[src/rtl/uart_seq_pkg.sv]
// Shared definitions for the UART transaction sequencer: FSM states and
// the bit positions inside the UART status byte.
package uart_seq_pkg;

  typedef enum logic [3:0] {
    IDLE     = 4'd0,
    TX_WAIT  = 4'd1,
    TX_WR    = 4'd2,
    TX_GAP   = 4'd3,
    TX_DRAIN = 4'd4,
    RX_WAIT  = 4'd5,
    RX_RD    = 4'd6,
    RX_CAP   = 4'd7,
    DONE     = 4'd8
  } seq_state_e;

  localparam int BUF_FULL   = 0;
  localparam int RX_RUN     = 5;
  localparam int TX_PENDING = 6;
  localparam int TX_RUN     = 7;

endpackage

[src/rtl/uart_seq_timer.sv]
// Per-byte receive timeout counter. Counts enabled cycles since the last
// clear; expired is raised once the count equals a nonzero limit. A zero
// limit means "never expire".
module uart_seq_timer #(
  parameter int WIDTH = 24
) (
  input  logic             clk,
  input  logic             reset,
  input  logic             clear,
  input  logic             enable,
  input  logic [WIDTH-1:0] limit,
  output logic             expired
);

  localparam logic [WIDTH-1:0] CNT_ONE = WIDTH'(1);

  logic [WIDTH-1:0] cnt_q;

  assign expired = (limit != '0) && (cnt_q == limit);

  // Count while enabled; hold once expired so the count never wraps past the limit.
  always_ff @(posedge clk or posedge reset) begin
    if (reset) begin
      cnt_q <= '0;
    end else if (clear) begin
      cnt_q <= '0;
    end else if (enable && !expired) begin
      cnt_q <= cnt_q + CNT_ONE;
    end
  end

endmodule

[src/rtl/uart_transaction_sequencer.sv]
// Sequences one host command into a burst of UART writes followed by a
// burst of UART reads, with a per-byte receive timeout.
//
// Host TX handshake: a byte moves when txValid & txReady are both high on a
// rising edge; txData must be stable while txValid is high, txReady only
// rises in TX_WAIT and never while the registered bufferFull bit is set.
module uart_transaction_sequencer
  import uart_seq_pkg::*;
#(
  parameter int TIMEOUT_WIDTH = 24,
  parameter int LEN_WIDTH     = 4
) (
  input  logic                     clk,
  input  logic                     reset,
  input  logic                     cmdStart,
  input  logic [LEN_WIDTH-1:0]     cmdTxLen,
  input  logic [LEN_WIDTH-1:0]     cmdRxLen,
  input  logic [TIMEOUT_WIDTH-1:0] rxTimeout,
  input  logic [7:0]               txData,
  input  logic                     txValid,
  output logic                     txReady,
  output logic [7:0]               rxData,
  output logic                     rxValid,
  output logic                     busy,
  output logic                     done,
  output logic                     timeoutErr,
  output logic [7:0]               uartDataIn,
  output logic                     uartNWe,
  output logic                     uartNCsData,
  input  logic [7:0]               uartDataOut,
  input  logic [7:0]               uartStatus,
  output logic [3:0]               dbgState,
  output logic [7:0]               dbgStatus
);

  localparam logic [LEN_WIDTH-1:0] LEN_ONE = LEN_WIDTH'(1);

  seq_state_e               state_q, state_d;
  logic [7:0]               status_q;
  logic [LEN_WIDTH-1:0]     tx_rem_q, tx_rem_d;
  logic [LEN_WIDTH-1:0]     rx_rem_q, rx_rem_d;
  logic [TIMEOUT_WIDTH-1:0] tmo_q, tmo_d;
  logic [7:0]               din_q, din_d;
  logic [7:0]               rxd_q, rxd_d;
  logic                     to_err_q, to_err_d;
  logic                     tmr_clear, tmr_enable, tmr_expired;

  assign busy       = (state_q != IDLE);
  assign uartDataIn = din_q;
  assign rxData     = rxd_q;
  assign dbgState   = state_q;
  assign dbgStatus  = status_q;
  assign tmr_clear  = (state_q != RX_WAIT);
  assign tmr_enable = (state_q == RX_WAIT);

  uart_seq_timer #(.WIDTH(TIMEOUT_WIDTH)) u_timer (
    .clk     (clk),
    .reset   (reset),
    .clear   (tmr_clear),
    .enable  (tmr_enable),
    .limit   (tmo_q),
    .expired (tmr_expired)
  );

  // State, latched command, held data bytes and the single status register.
  always_ff @(posedge clk or posedge reset) begin
    if (reset) begin
      state_q  <= IDLE;
      status_q <= '0;
      tx_rem_q <= '0;
      rx_rem_q <= '0;
      tmo_q    <= '0;
      din_q    <= '0;
      rxd_q    <= '0;
      to_err_q <= 1'b0;
    end else begin
      state_q  <= state_d;
      status_q <= uartStatus;
      tx_rem_q <= tx_rem_d;
      rx_rem_q <= rx_rem_d;
      tmo_q    <= tmo_d;
      din_q    <= din_d;
      rxd_q    <= rxd_d;
      to_err_q <= to_err_d;
    end
  end

  // Next-state and Moore outputs; every decision uses status_q, never uartStatus.
  always_comb begin
    state_d     = state_q;
    tx_rem_d    = tx_rem_q;
    rx_rem_d    = rx_rem_q;
    tmo_d       = tmo_q;
    din_d       = din_q;
    rxd_d       = rxd_q;
    to_err_d    = to_err_q;
    txReady     = 1'b0;
    rxValid     = 1'b0;
    done        = 1'b0;
    timeoutErr  = 1'b0;
    uartNWe     = 1'b1;
    uartNCsData = 1'b1;
    case (state_q)
      IDLE: begin
        if (cmdStart) begin
          tx_rem_d = cmdTxLen;
          rx_rem_d = cmdRxLen;
          tmo_d    = rxTimeout;
          to_err_d = 1'b0;
          if (cmdTxLen != '0)      state_d = TX_WAIT;
          else if (cmdRxLen != '0) state_d = RX_WAIT;
          else                     state_d = DONE;
        end
      end
      TX_WAIT: begin
        txReady = !status_q[BUF_FULL];
        if (txValid && !status_q[BUF_FULL]) begin
          din_d   = txData;
          state_d = TX_WR;
        end
      end
      TX_WR: begin
        uartNWe = 1'b0;
        if (tx_rem_q != '0) tx_rem_d = tx_rem_q - LEN_ONE;
        state_d = TX_GAP;
      end
      TX_GAP: begin
        // One idle cycle so status_q reflects the write just issued.
        state_d = (tx_rem_q != '0) ? TX_WAIT : TX_DRAIN;
      end
      TX_DRAIN: begin
        if (!status_q[TX_PENDING] && !status_q[TX_RUN]) begin
          state_d = (rx_rem_q != '0) ? RX_WAIT : DONE;
        end
      end
      RX_WAIT: begin
        // A byte arriving in the expiry cycle still wins.
        if (status_q[BUF_FULL]) begin
          state_d = RX_RD;
        end else if (tmr_expired) begin
          to_err_d = 1'b1;
          state_d  = DONE;
        end
      end
      RX_RD: begin
        uartNCsData = 1'b0;
        rxd_d       = uartDataOut;
        if (rx_rem_q != '0) rx_rem_d = rx_rem_q - LEN_ONE;
        state_d = RX_CAP;
      end
      RX_CAP: begin
        rxValid = 1'b1;
        state_d = (rx_rem_q != '0) ? RX_WAIT : DONE;
      end
      DONE: begin
        done       = 1'b1;
        timeoutErr = to_err_q;
        state_d    = IDLE;
      end
      default: state_d = IDLE;
    endcase
  end

endmodule

[config.mk]
export PLATFORM = sky130hd
export DESIGN_NAME = uart_transaction_sequencer
export DESIGN_NICKNAME = d
export VERILOG_FILES = /design/src/rtl/uart_seq_pkg.sv /design/src/rtl/uart_seq_timer.sv /design/src/rtl/uart_transaction_sequencer.sv
export SDC_FILE = /design/constraint.sdc
export NUM_CORES = 1
export LEC_CHECK = 0
export ABC_AREA = 1
export BUFFER_PORTS_ARGS = -buffer_cell sky130_fd_sc_hd__buf_2
export CAP_MARGIN = 20
export CORE_MARGIN = 4
export CORE_UTILIZATION = 50
export DETAILED_ROUTE_END_ITERATION = 16
export GPL_TIMING_DRIVEN = 0
export PLACE_DENSITY = 0.76
export SLEW_MARGIN = 15
export SYNTH_ARGS = -nofsm -noshare
export SYNTH_HDL_FRONTEND = slang
export SYNTH_HIERARCHICAL = 1
export SYNTH_SLANG_ARGS = --single-unit
[constraint.sdc]
create_clock -name clk -period 1.8 [get_ports clk]
set_input_delay 0 -clock clk [delete_from_list [all_inputs] [get_ports clk]]
set_output_delay 0 -clock clk [all_outputs]
set_load 0.01 [all_outputs]
### Word level (Yosys, flattened, before mapping)

Cells that the tools add are included.

* register bits: 85
* output and inout bits: 35

* add/sub/neg operators: 3
* muxes and demuxes: 28
* reduce and logical (&&, ||, !) cells: 25
* equality and inequality tests: 18

Operators by type and width (number)
* $mux 24: 2
* $mux 4: 12
* $pmux 4 s8: 1
* $add 24x1->24 const B: 1
* $eq 24x24->1: 1
* $reduce_bool 24->1: 1
* $reduce_bool 4->1: 5
* $eq 4x3->1 const B: 4
* $pmux 4 s2: 2
* $ne 2x2->1 const B: 7
* $mux 1: 9
* $eq 4x2->1 const B: 2
* $reduce_and 4->1: 2
* $reduce_bool 2->1: 4
* $sub 4x1->4 const B: 2
* $reduce_and 3->1: 2
* $eq 4x1->1 const B: 1
* $eq 4x4->1 const B: 1
* $logic_and 1x1->1: 4
* $logic_not 1->1: 4
* $logic_not 4->1: 1
* $ne 4x3->1 const B: 1
* $reduce_and 2->1: 2
* $mux 3: 1
* other kinds (2): 2

### Longest topological paths before layout

Gate-level depths: netlist of the first run.

* depth after elaboration: 6
* depth in mapped cells: 16

### By module

The synthesis of the first run kept the hierarchy.

By module, submodules not included
* uart_transaction_sequencer: cells an instance 326, instances 1, area an instance 2735.1 sq um, sequential area each 1526.5 sq um
* uart_seq_timer: cells an instance 349, instances 1, area an instance 2197.1 sq um, sequential area each 600.6 sq um

### Least setup slack after synthesis of the first run

No wires, ideal clock.

* path kind: register to register
* start point: register u_timer.cnt_q[7]
* end point: register state_q[2] (netlist: dbgState[2])
* data required time: 1.684 ns
* setup time: 0.116 ns
* buffers on the path: 2
* period minus slack after synthesis: 1.676 ns
* cell stages (with the launch flop): 15
* setup slack: 0.124 ns
* data arrival time: 1.560 ns
* path through: dfrtp_1 > buf_6 > xnor2_2 > nand2_1 > nor2_1 > nand2_1 > nor2_2 > nand2_4 > buf_2 > inv_1 > inv_1 > nand2_1 > nand3_2 > nand2_1 > nand2_1

* word-level cells in the longest chain between the ends: 4

Ends and longest elaborated chain
* from (decl): line uart_seq_timer.sv:17 `logic [WIDTH-1:0] cnt_q;`
* from (signal assigned): line uart_seq_timer.sv:28 `cnt_q <= cnt_q + CNT_ONE;`
* $eq 24x24->1: line uart_seq_timer.sv:19 `assign expired = (limit != '0) && (cnt_q == limit);`
* $logic_and 1x1->1: line uart_seq_timer.sv:19
* via tmr_expired: line uart_transaction_sequencer.sv:46 `logic tmr_clear, tmr_enable, tmr_expired;`
* $ne 3x3->1 (no source line)
* $reduce_and 4->1 (no source line)
* to (signal assigned): line uart_transaction_sequencer.sv:77 `state_q <= state_d;`
* to (decl): line uart_transaction_sequencer.sv:38 `seq_state_e state_q, state_d;`

The timed path passes the listed nets, and every way through them passes these cells.
A chain may end at the register's enable or synchronous reset.

### Worst setup path in the final report of the first run

* start point: register u_timer.cnt_q[1]
* end point: register to_err_q

* word-level cells in the longest chain between the ends: 4

Ends and longest elaborated chain
* $eq 24x24->1: line uart_seq_timer.sv:19
* $logic_and 1x1->1: line uart_seq_timer.sv:19
* via tmr_expired: line uart_transaction_sequencer.sv:46
* $ne 2x2->1 (no source line)
* $reduce_and 4->1 (no source line)
* to (signal assigned): line uart_transaction_sequencer.sv:84 `to_err_q <= to_err_d;`
* to (decl): line uart_transaction_sequencer.sv:45 `logic to_err_q, to_err_d;`

The timed path passes the listed nets, and every way through them passes these cells.

==> results of run 1 <==
## where the power goes
part,switching (W),internal [W],leakage (nW)
registers,0.000517,0.00249,1.04
logic,0.00175,0.00129,2.31
clock network,0.000855,0.000550,0.0985
## sequential cells by signal, summed over array words and instances (netlist names)
name and count:
rxData 8, to_err_q 1, rx_rem_q 4, u_timer/cnt_q 24
dbgStatus 8, tmo_q 24, uartDataIn 8, dbgState 4
tx_rem_q 4
## metal layers
metal  up-vias  wire, µm
met1      2377      5710
li1       2484         -
met3        40      1160
met4         0       417
met2       244      7030
met5         -         0
## metrics by stage
stage / instance area [µm²] / setup WS, ns / instances
after floorplan: 4930 / 0.124 / 675
after global placement: 5560 / -0.460 / 898
after detailed placement: 5570 / -0.200 / 898
after CTS: 6370 / -0.0152 / 973
after global routing: 6720 / -0.0837 / 995
final: 6720 / -0.0468 / 995
## area by class of cell
cell class	instances	area share (%)
flip-flops and latches	85	32.0
multi-input cells	505	37.7
clock buffers	9	1.84
well taps	129	2.40
plain buffers	20	2.64
repair buffers	175	18.5
inverters	65	3.84
clock inverters	7	1.12
## layout by cell type (no fill, tap or decap), types with 3 or more instances in the layout
cell / synthesis / layout
o21ai_0: 18 / 18
dlygate4sd3_1: 0 / 57
inv_1: 60 / 54
nor3_1: 4 / 4
buf_8: 0 / 3
nand2_2: 4 / 5
xnor2_1: 22 / 14
xnor2_2: 1 / 9
nand2_1: 258 / 255
buf_6: 8 / 6
buf_4: 3 / 27
inv_2: 4 / 7
mux2_2: 8 / 8
dfrtp_2: 0 / 18
clkbuf_2: 0 / 4
nor2_1: 81 / 77
buf_2: 5 / 97
nand4_1: 23 / 23
nand3_1: 45 / 45
clkbuf_8: 0 / 9
inv_8: 0 / 3
dfrtp_1: 85 / 67
a21oi_1: 11 / 10
xor2_1: 9 / 9
nor2_2: 9 / 12
nand2_4: 3 / 4
## worst max-delay path, delay by kind of cell (launching register included)
kind	cells	cell delay (ns)
buffers and inverters	3	0.21
and+or+nand+nor	6	0.58
DFF	1	0.47
xor gates and xnor gates	1	0.21
AOI/OAI and AO/OA	2	0.30
## repair_timing
item / 4_1_cts / 5_1_grt
pin swaps: 0 / 17
hold buffers: 57 / 0
gates cloned: 0 / 0
gates resized for setup: 10 / 52
endpoints found under the hold margin: 140 / 0
setup endpoints to repair: 29 / 29
buffers inserted: 2 / 21
## worst max-delay path by stage
stage	startpoint	cells after the start	end
after floorplan	u_timer/cnt_q[7]	14	dbgState[2]
after global placement	reset	2	tmo_q[16]
after detailed placement	u_timer/cnt_q[3]	15	dbgState[0]
after CTS	u_timer/cnt_q[3]	15	dbgState[0]
after global routing	u_timer/cnt_q[12]	14	dbgState[0]
final	u_timer/cnt_q[1]	12	to_err_q
## logic make-up (layout without fill, tap and decap cells)
group	count (synthesis)	after routing	share of synthesized area, %
buffers and inverters	85	276	8.04
and+or+nand+nor	432	432	37.3
adders and majority gates	3	3	0.761
DFF	85	85	43.1
AOI/OAI and AO/OA	30	30	3.09
xor gates and xnor gates	32	32	5.83
muxes	8	8	1.83
==> impl_metrics.json, run 1 <==
{
  "grt_pass1_vias": 5016,
  "cp.arrival_ns": 2.15,
  "cp_max_fo": 8,
  "grt_antenna_before_repair": 0,
  "rsz0062_at_grt": "true",
  "numCtsBuffers": 9,
  "core-area_um2": 9420,
  "fin_nets": 924,
  "rr_endpoint": "to_err_q",
  "hold_violations": 0,
  "die_w_um": 107,
  "synth_nets": 738,
  "drt_iter0_markers": 368,
  "cts_tree": "done",
  "min_period_ns": 1.85,
  "routedWlPerCell_um": 14.4,
  "maxCapViolCount": 0,
  "cpMostUsedCell": "nand2_1",
  "synth_area_leaders": "dfrtp_1, nand2_1, nor2_1, inv_1, nand3_1",
  "setup-violations-final": 4,
  "yosysWarnings": 6,
  "clock.fmax_ghz": 0.541,
  "use_met1_pct": 32.6,
  "reg2reg_depth": 12,
  "path_cells": "xnor2_1 -> nand2_1 -> nor2_1 -> nand2_1 -> nor2_2 -> nand2_4 -> buf_8 -> clkinv_4 -> inv_4 -> o21ai_0 -> nand3_1 -> a21oi_1",
  "clk_pin_slew_ns": 0.10,
  "grt_util_all_layers_pct": 25.4,
  "relSlewSlack_pct": 51.7,
  "drive_above_1_share_pct": 26.4,
  "r2r-start": "u_timer/cnt_q[1]",
  "avgSynthCellArea_um2": 7.31,
  "clk_latency_ns": 0.38,
  "drc_errors": 0,
  "status": "complete, but fails checks",
  "post-route-period-util_pct": 103,
  "netlist.area_leader.share_pct": 43.1,
  "async_flop_share_pct": 100,
  "tightest_slew_ns": 0.725,
  "use_met2_pct": 42.0,
  "fillCellCount": 695,
  "synth-seq-cells": 85,
  "multi_input_area_um2": 2530,
  "num_vias": 5145,
  "synth_top_cell_by_area": "dfrtp_1",
  "min_to": "tx_rem_q[0]",
  "min-delay-start": "cmdTxLen[0]",
  "slew_viol_final": 0,
  "regArea_um2": 2150,
  "grt.met3_usage_pct": 5.34,
  "syn_area_um2": 4930,
  "p_per_area_nw_per_um2": 1110,
  "fp-row-count": 35,
  "hold_path_depth": 5,
  "area.growth.synth_to_final_pct": 36.3,
  "synthCells": 675,
  "synth-main-ff-cell": "dfrtp_1",
  "hold_slack_ns": 0.0260,
  "post-synth-top-count-cell": "nand2_1",
  "firstDrtPassIters": 5,
  "root_buffer": "clkbuf_8",
  "start_util_pct": 52.4,
  "synth_cell_type_count": 29,
  "grt-ovfl-total": 0,
  "setup_slack_ns": -0.0468,
  "synth_common_cells": "nand2_1, dfrtp_1, nor2_1",
  "port_buffers": 94,
  "worst_path_largest_cell_delay_ns": 0.47,
  "cp-start-kind": "register",
  "clockBufferDepth": 2,
  "holdCritPathClass": "in2reg",
  "htree_levels": 3,
  "die_area_um2": 11500,
  "hpwlAfterDp_um": 9370,
  "post_drt_via_cell_ratio": 5.17,
  "ant_nets": 0,
  "synth_edf_count": 0,
  "place.gp.congestion": 0.949,
  "peakVddDrop_uv": 799,
  "cts.sinks": 85,
  "violations": "setup timing",
  "cp-end-kind": "register",
  "leakage_nw": 3.45,
  "grt_max_degree": 62,
  "p_total_w": 0.00745,
  "cp_slowest_cell": "dfrtp_2",
  "synth-seq-area-share_pct": 43.1,
  "fin_skew_ns": 0.0214,
  "num_antenna_cells": 0,
  "required_ns": 2.10,
  "num_io_pins": 95,
  "grt_pass1_wl_um": 23500,
  "grt.busiest_layer": "met2",
  "chipHeight_um": 107,
  "tns_ns": -0.0812,
  "worstSetupPathType": "reg2reg",
  "post-route-util_pct": 71.4,
  "r2r_slack_ns": -0.05,
  "totalWireLength_um": 14300
}
No activity file was read; power rests on OpenSTA's default activity.
==> run 2, diff against run 1 <==
- BUFFER_PORTS_ARGS: -buffer_cell sky130_fd_sc_hd__buf_2 -> -buffer_cell sky130_fd_sc_hd__clkbuf_2
- CELL_PAD_IN_SITES_DETAIL_PLACEMENT: unset -> 1
- CELL_PAD_IN_SITES_GLOBAL_PLACEMENT: unset -> 2
- CORE_UTILIZATION: 50 -> 28
- PLACE_DENSITY: 0.76 -> unset
- PLACE_DENSITY_LB_ADDON: unset -> 0.1
==> run 2 against run 1 <==
  * The run now ends clean
  * Final area rose by 4.1%
  * Clock power rose by 36%
  * Die area up 72%
  * Power up 8.4%
  * Routed wire length up 22%
  * Critical path depth unchanged
  * Worst setup slack gained 0.055 ns
  * Critical path type unchanged
  * Largest cell class unchanged
==> impl_metrics.json, run 2 (same netlist as run 1, synthesis figures left out) <==
{
  "status": "complete, no violations",
  "fin_skew_ns": 0.0141,
  "clock.fmax_ghz": 0.558,
  "ant_nets": 0,
  "p_total_w": 0.00808,
  "num_io_pins": 95,
  "clockBufferDepth": 2,
  "swShare_pct": 40.1,
  "clkPwrFrac_pct": 23.8,
  "num_antenna_cells": 0,
  "firstDrtPassIters": 4,
  "grt_max_degree": 53,
  "worst_path_largest_cell_delay_ns": 0.37,
  "grt_antenna_before_repair": 0,
  "required_ns": 2.09,
  "setup_slack_ns": 0.00859,
  "port_buffers": 94,
  "routedWlPerCell_um": 16.1,
  "fillCellCount": 2146,
  "reg_top3": "tmo_q: 24 flops, u_timer/cnt_q: 24 flops",
  "htree_levels": 3,
  "core-area_um2": 17300,
  "placed_area_um2": 5710,
  "place.gp.congestion": 0.784,
  "dp_cells": 995,
  "final_area_um2": 7000,
  "root_buffer": "clkbuf_16",
  "cp_slowest_cell": "dfrtp_1",
  "die_area_um2": 19800,
  "drive_above_1_share_pct": 27.5,
  "numCtsBuffers": 9,
  "path_cells": "buf_6 -> xnor2_2 -> nand2_1 -> nor2_1 -> nand2_1 -> nor2_2 -> nand2_4 -> buf_4 -> nand2_8 -> clkbuf_16 -> nand3_1 -> nand2_1",
  "cts_tree": "done",
  "grt_util_all_layers_pct": 18.0,
  "hold_slack_ns": 0.0133,
  "peakVddDrop_uv": 527,
  "fin_nets": 917,
  "cp.arrival_ns": 2.08,
  "cp-start-kind": "register",
  "min_period_ns": 1.79,
  "drc_errors": 0,
  "layout_commonest_cell": "nand2_1",
  "post_drt_via_cell_ratio": 4.55,
  "rsz0062_at_grt": "true",
  "p_switching_w": 0.00324,
  "grt_pass1_vias": 5284,
  "final_cells": 1084,
  "totalWireLength_um": 17500,
  "final_cell_mix": "nand2_1, clkbuf_2, nor2_1",
  "cp-end-kind": "register",
  "p_seq_share_pct": 37.4,
  "fp-row-count": 48,
  "leakage_nw": 3.53,
  "num_vias": 4936,
  "slew_viol_final": 0,
  "clk_pin_slew_ns": 0.08,
  "cpMostUsedCell": "nand2_1",
  "combPwrFrac_pct": 38.9,
  "power.internal_w": 0.00484,
  "setup-violations-final": 0,
  "chipHeight_um": 141,
  "relSlewSlack_pct": 69.8,
  "maxCapViolCount": 0,
  "hold_violations": 0,
  "drt_iter0_markers": 151,
  "tightest_slew_ns": 0.450,
  "clk_latency_ns": 0.36,
  "cts.sinks": 85,
  "post-route-period-util_pct": 99.5,
  "grt-ovfl-total": 0,
  "multi_input_area_um2": 2590,
  "pre_cts_slack_ns": -0.335,
  "area.growth.synth_to_final_pct": 41.9,
  "holdCritPathClass": "in2reg",
  "p_per_area_nw_per_um2": 1150,
  "die_w_um": 141,
  "hpwlAfterDp_um": 12500,
  "start_util_pct": 28.5,
  "worstSetupPathType": "reg2reg",
  "regArea_um2": 2150,
  "grt_pass1_wl_um": 28200,
  "cp_max_fo": 7
}
## run 2: timing repair
item / in CTS / in global routing
gates resized for setup: 34 / 43
gates cloned: 0 / 2
endpoints found under the hold margin: 137 / 0
hold buffers: 54 / 0
setup endpoints to repair: 29 / 30
buffers inserted: 9 / 8
pin swaps: 6 / 14
## run 2: worst paths after layout
check / start / to / slack (ns) / cells past startpoint
worst max-delay path: u_timer/cnt_q[5] / u_timer/cnt_q[14] / 0.009 / 12
worst max register to register: u_timer/cnt_q[5] / u_timer/cnt_q[14] / 0.009 / 12
max in group asynchronous: reset / tmo_q[20] / 1.17 / 4
min in group asynchronous: reset / tx_rem_q[2] / 0.10 / 3
worst min register to register: rxData[6] / rxData[6] / 0.49 / 2
worst min-delay path: cmdTxLen[1] / tx_rem_q[1] / 0.01 / 5
## run 2: through the flow
stage	utilization, %	setup TNS, ns
after floorplan	-	0
after global placement	32.9	-49.82
after detailed placement	33.0	-7.20
after CTS	38.9	-0.0557
after global routing	40.5	-2.88
final	40.5	0
## run 2: layout make-up
| type | count | share of cell area (%) |
|---|---|---|
| Multi-Input combinational cell | 505 | 37.0 |
| Sequential cell | 85 | 30.7 |
| Timing Repair Buffer | 168 | 17.7 |
| Tap cell | 225 | 4.02 |
| Inverter | 65 | 3.61 |
| Clock buffer | 9 | 3.22 |
| Buffer | 20 | 2.70 |
| Clock inverter | 7 | 1.04 |
## run 2: metal layers
metal | wire length [µm] | global-route usage [%]
met1 | 7760 | 22.4
met2 | 8880 | 31.3
met3 | 540 | 3.77
met4 | 274 | 5.35
met5 | 0 | 0
## run 2: critical path, delay by kind of cell (launching register included)
kind	cells	cell delay, ns
flops	1	0.37
simple gates	8	0.73
xor+xnor	1	0.14
buf+inv	3	0.48
## run 2: power by group through the flow
stage,logic [W],clock network [W],registers [W]
after global routing,0.00356,0.00208,0.00312
final,0.00314,0.00192,0.00302
after floorplan,0.00188,0,0.00298
after global placement,0.00275,0,0.00300
after CTS,0.00302,0.00201,0.00300
after detailed placement,0.00284,0,0.00301
==> run 3, diff against run 2 <==
- BUFFER_PORTS_ARGS: -buffer_cell sky130_fd_sc_hd__clkbuf_2 -> -buffer_cell sky130_fd_sc_hd__buf_2
==> run 3 against run 2 <==
  * Worst hold slack better by 0.0015 ns
  * Final area up 3.1%
  * Highest routed layer unchanged
  * Power up 0.58%
  * Worst setup slack better by 0.030 ns
  * First-iteration DRC count up 13%
  * Routed wire length up 0.76%
  * Non-clock buffer count up 10
==> impl_metrics.json, run 3 (same netlist as run 1, synthesis figures left out) <==
{
  "status": "complete, no violations",
  "leakage_nw": 3.58,
  "holdCritPathClass": "in2reg",
  "drt_iter0_markers": 171,
  "port_buffers": 94,
  "min_period_ns": 1.76,
  "cp-start-kind": "register",
  "place.gp.congestion": 0.783,
  "area.growth.synth_to_final_pct": 46.2,
  "cp_max_fo": 8,
  "p_total_w": 0.00812,
  "numCtsBuffers": 9,
  "cp-end-kind": "register",
  "peakVddDrop_uv": 596,
  "cts_tree": "done",
  "hold_path_depth": 5,
  "rsz0062_at_grt": "true",
  "placed_area_um2": 5710,
  "grt_pass1_wl_um": 28200,
  "setup-violations-final": 0,
  "pre_cts_slack_ns": -0.363,
  "routedWlPerCell_um": 16.1,
  "tns_ns": 0,
  "worst_path_largest_cell_delay_ns": 0.44,
  "start_util_pct": 28.5,
  "num_vias": 4998,
  "clk_pin_slew_ns": 0.08,
  "layout_commonest_cell": "nand2_1",
  "hpwlAfterDp_um": 12500,
  "fp-row-count": 48,
  "grt_pass1_vias": 5304,
  "relSlewSlack_pct": 62.4,
  "slew_viol_final": 0,
  "cp.arrival_ns": 2.05,
  "grt_antenna_before_repair": 0,
  "fin_nets": 927,
  "core-area_um2": 17300,
  "fin_skew_ns": 0.00833,
  "grt_util_all_layers_pct": 18.0,
  "required_ns": 2.09,
  "grt_max_degree": 53,
  "p_per_area_nw_per_um2": 1130,
  "root_buffer": "clkbuf_16",
  "cts.sinks": 85,
  "final_area_um2": 7210,
  "grt-ovfl-total": 0,
  "firstDrtPassIters": 6,
  "final_cell_mix": "nand2_1, buf_2, nor2_1",
  "worstSetupPathType": "reg2reg",
  "setup_slack_ns": 0.0390,
  "chipHeight_um": 141,
  "post_drt_via_cell_ratio": 4.57,
  "drc_errors": 0,
  "tightest_slew_ns": 0.563,
  "totalWireLength_um": 17600,
  "reg2reg_depth": 13,
  "clockBufferDepth": 2,
  "post-route-period-util_pct": 97.8,
  "clock.fmax_ghz": 0.568,
  "die_w_um": 141,
  "num_antenna_cells": 0,
  "cpMostUsedCell": "nand2_1",
  "num_io_pins": 95,
  "clk_latency_ns": 0.35,
  "htree_levels": 3,
  "maxCapViolCount": 0,
  "path_cells": "inv_2 -> nand2_2 -> nand2_2 -> nand2_1 -> nor2_1 -> nand2_1 -> nor2_2 -> nand2_4 -> buf_6 -> nand2_8 -> clkbuf_16 -> nand3_1 -> nand2_1",
  "ant_nets": 0,
  "cp_slowest_cell": "dfrtp_2",
  "hold_violations": 0,
  "die_area_um2": 19800,
  "reg_top3": "tmo_q: 24 flops, u_timer/cnt_q: 24 flops",
  "drive_above_1_share_pct": 31.6
}
[run 3: cell types whose count changed in the layout (fill, tap and decap cells not counted), sizes merged]
cell      before  now
buf           33  137
clkbuf       110   16
inv           68   66
clkinv         3    6
clkinvlp       1    0
[run 3: where the power goes]
| part | total, W | internal (W) | switching [W] |
|---|---|---|---|
| Sequential | 0.00301 | 0.00249 | 0.000516 |
| Combinational | 0.00318 | 0.00139 | 0.00179 |
| Clock | 0.00194 | 0.000988 | 0.000947 |
[run 3: what timing repair did]
action                                  4_1_cts  5_1_grt
gates cloned                                  0        2
endpoints found under the setup margin       29       30
hold buffers                                 54        0
pin swaps                                    16       35
setup buffers                                16       10
gates resized for setup                      40       73
hold endpoints to repair                    138        0
[run 3: through the flow]
stage / util [%] / hold slack [ns] / cells
3_3_place_gp: 32.9 / 0.108 / 994
3_5_place_dp: 33.0 / -0.0573 / 995
6_report: 41.7 / 0.0147 / 1094
4_1_cts: 39.3 / 0.00506 / 1081
2_1_floorplan: - / 0.0146 / 675
5_1_grt: 41.7 / 0.0625 / 1094
[run 3: worst max-delay path: cells and delay by family, from the launching register on]
family,cells,cell delay (ns)
flip-flops,1,0.44
buffers and inverters,3,0.39
AND/OR/NAND/NOR,10,0.85
[run 3: path summary, 6_finish.rpt]
path / startpoint / end / slack (ns)
max in group asynchronous: reset / u_timer/cnt_q[12] / 1.02
min: cmdRxLen[0] / rx_rem_q[0] / 0.01
max reg2reg: u_timer/cnt_q[3] / u_timer/cnt_q[6] / 0.04
max: u_timer/cnt_q[3] / u_timer/cnt_q[6] / 0.04
min in group asynchronous: reset / tx_rem_q[2] / 0.12
min reg2reg: rxData[6] / rxData[6] / 0.48
[run 3: cell type report]
| type | instances | area [µm²] |
|---|---|---|
| clock buffers | 9 | 225 |
| clock inverters | 7 | 81.3 |
| flip-flops and latches | 85 | 2150 |
| plain buffers | 20 | 194 |
| inverters | 65 | 253 |
| repair buffers | 178 | 1320 |
| fillers | 2114 | 10100 |
| well taps | 225 | 282 |
| multi-input cells | 505 | 2710 |
[run 3: layer usage]
metal  vias up  routed length [µm]  global-route usage (%)
li1       2491                   -                       -
met1      2417                7880                    23.4
met2        76                8880                    30.4
met3        14                 516                    2.44
met4         0                 315                    6.94
met5         -                   0                       0
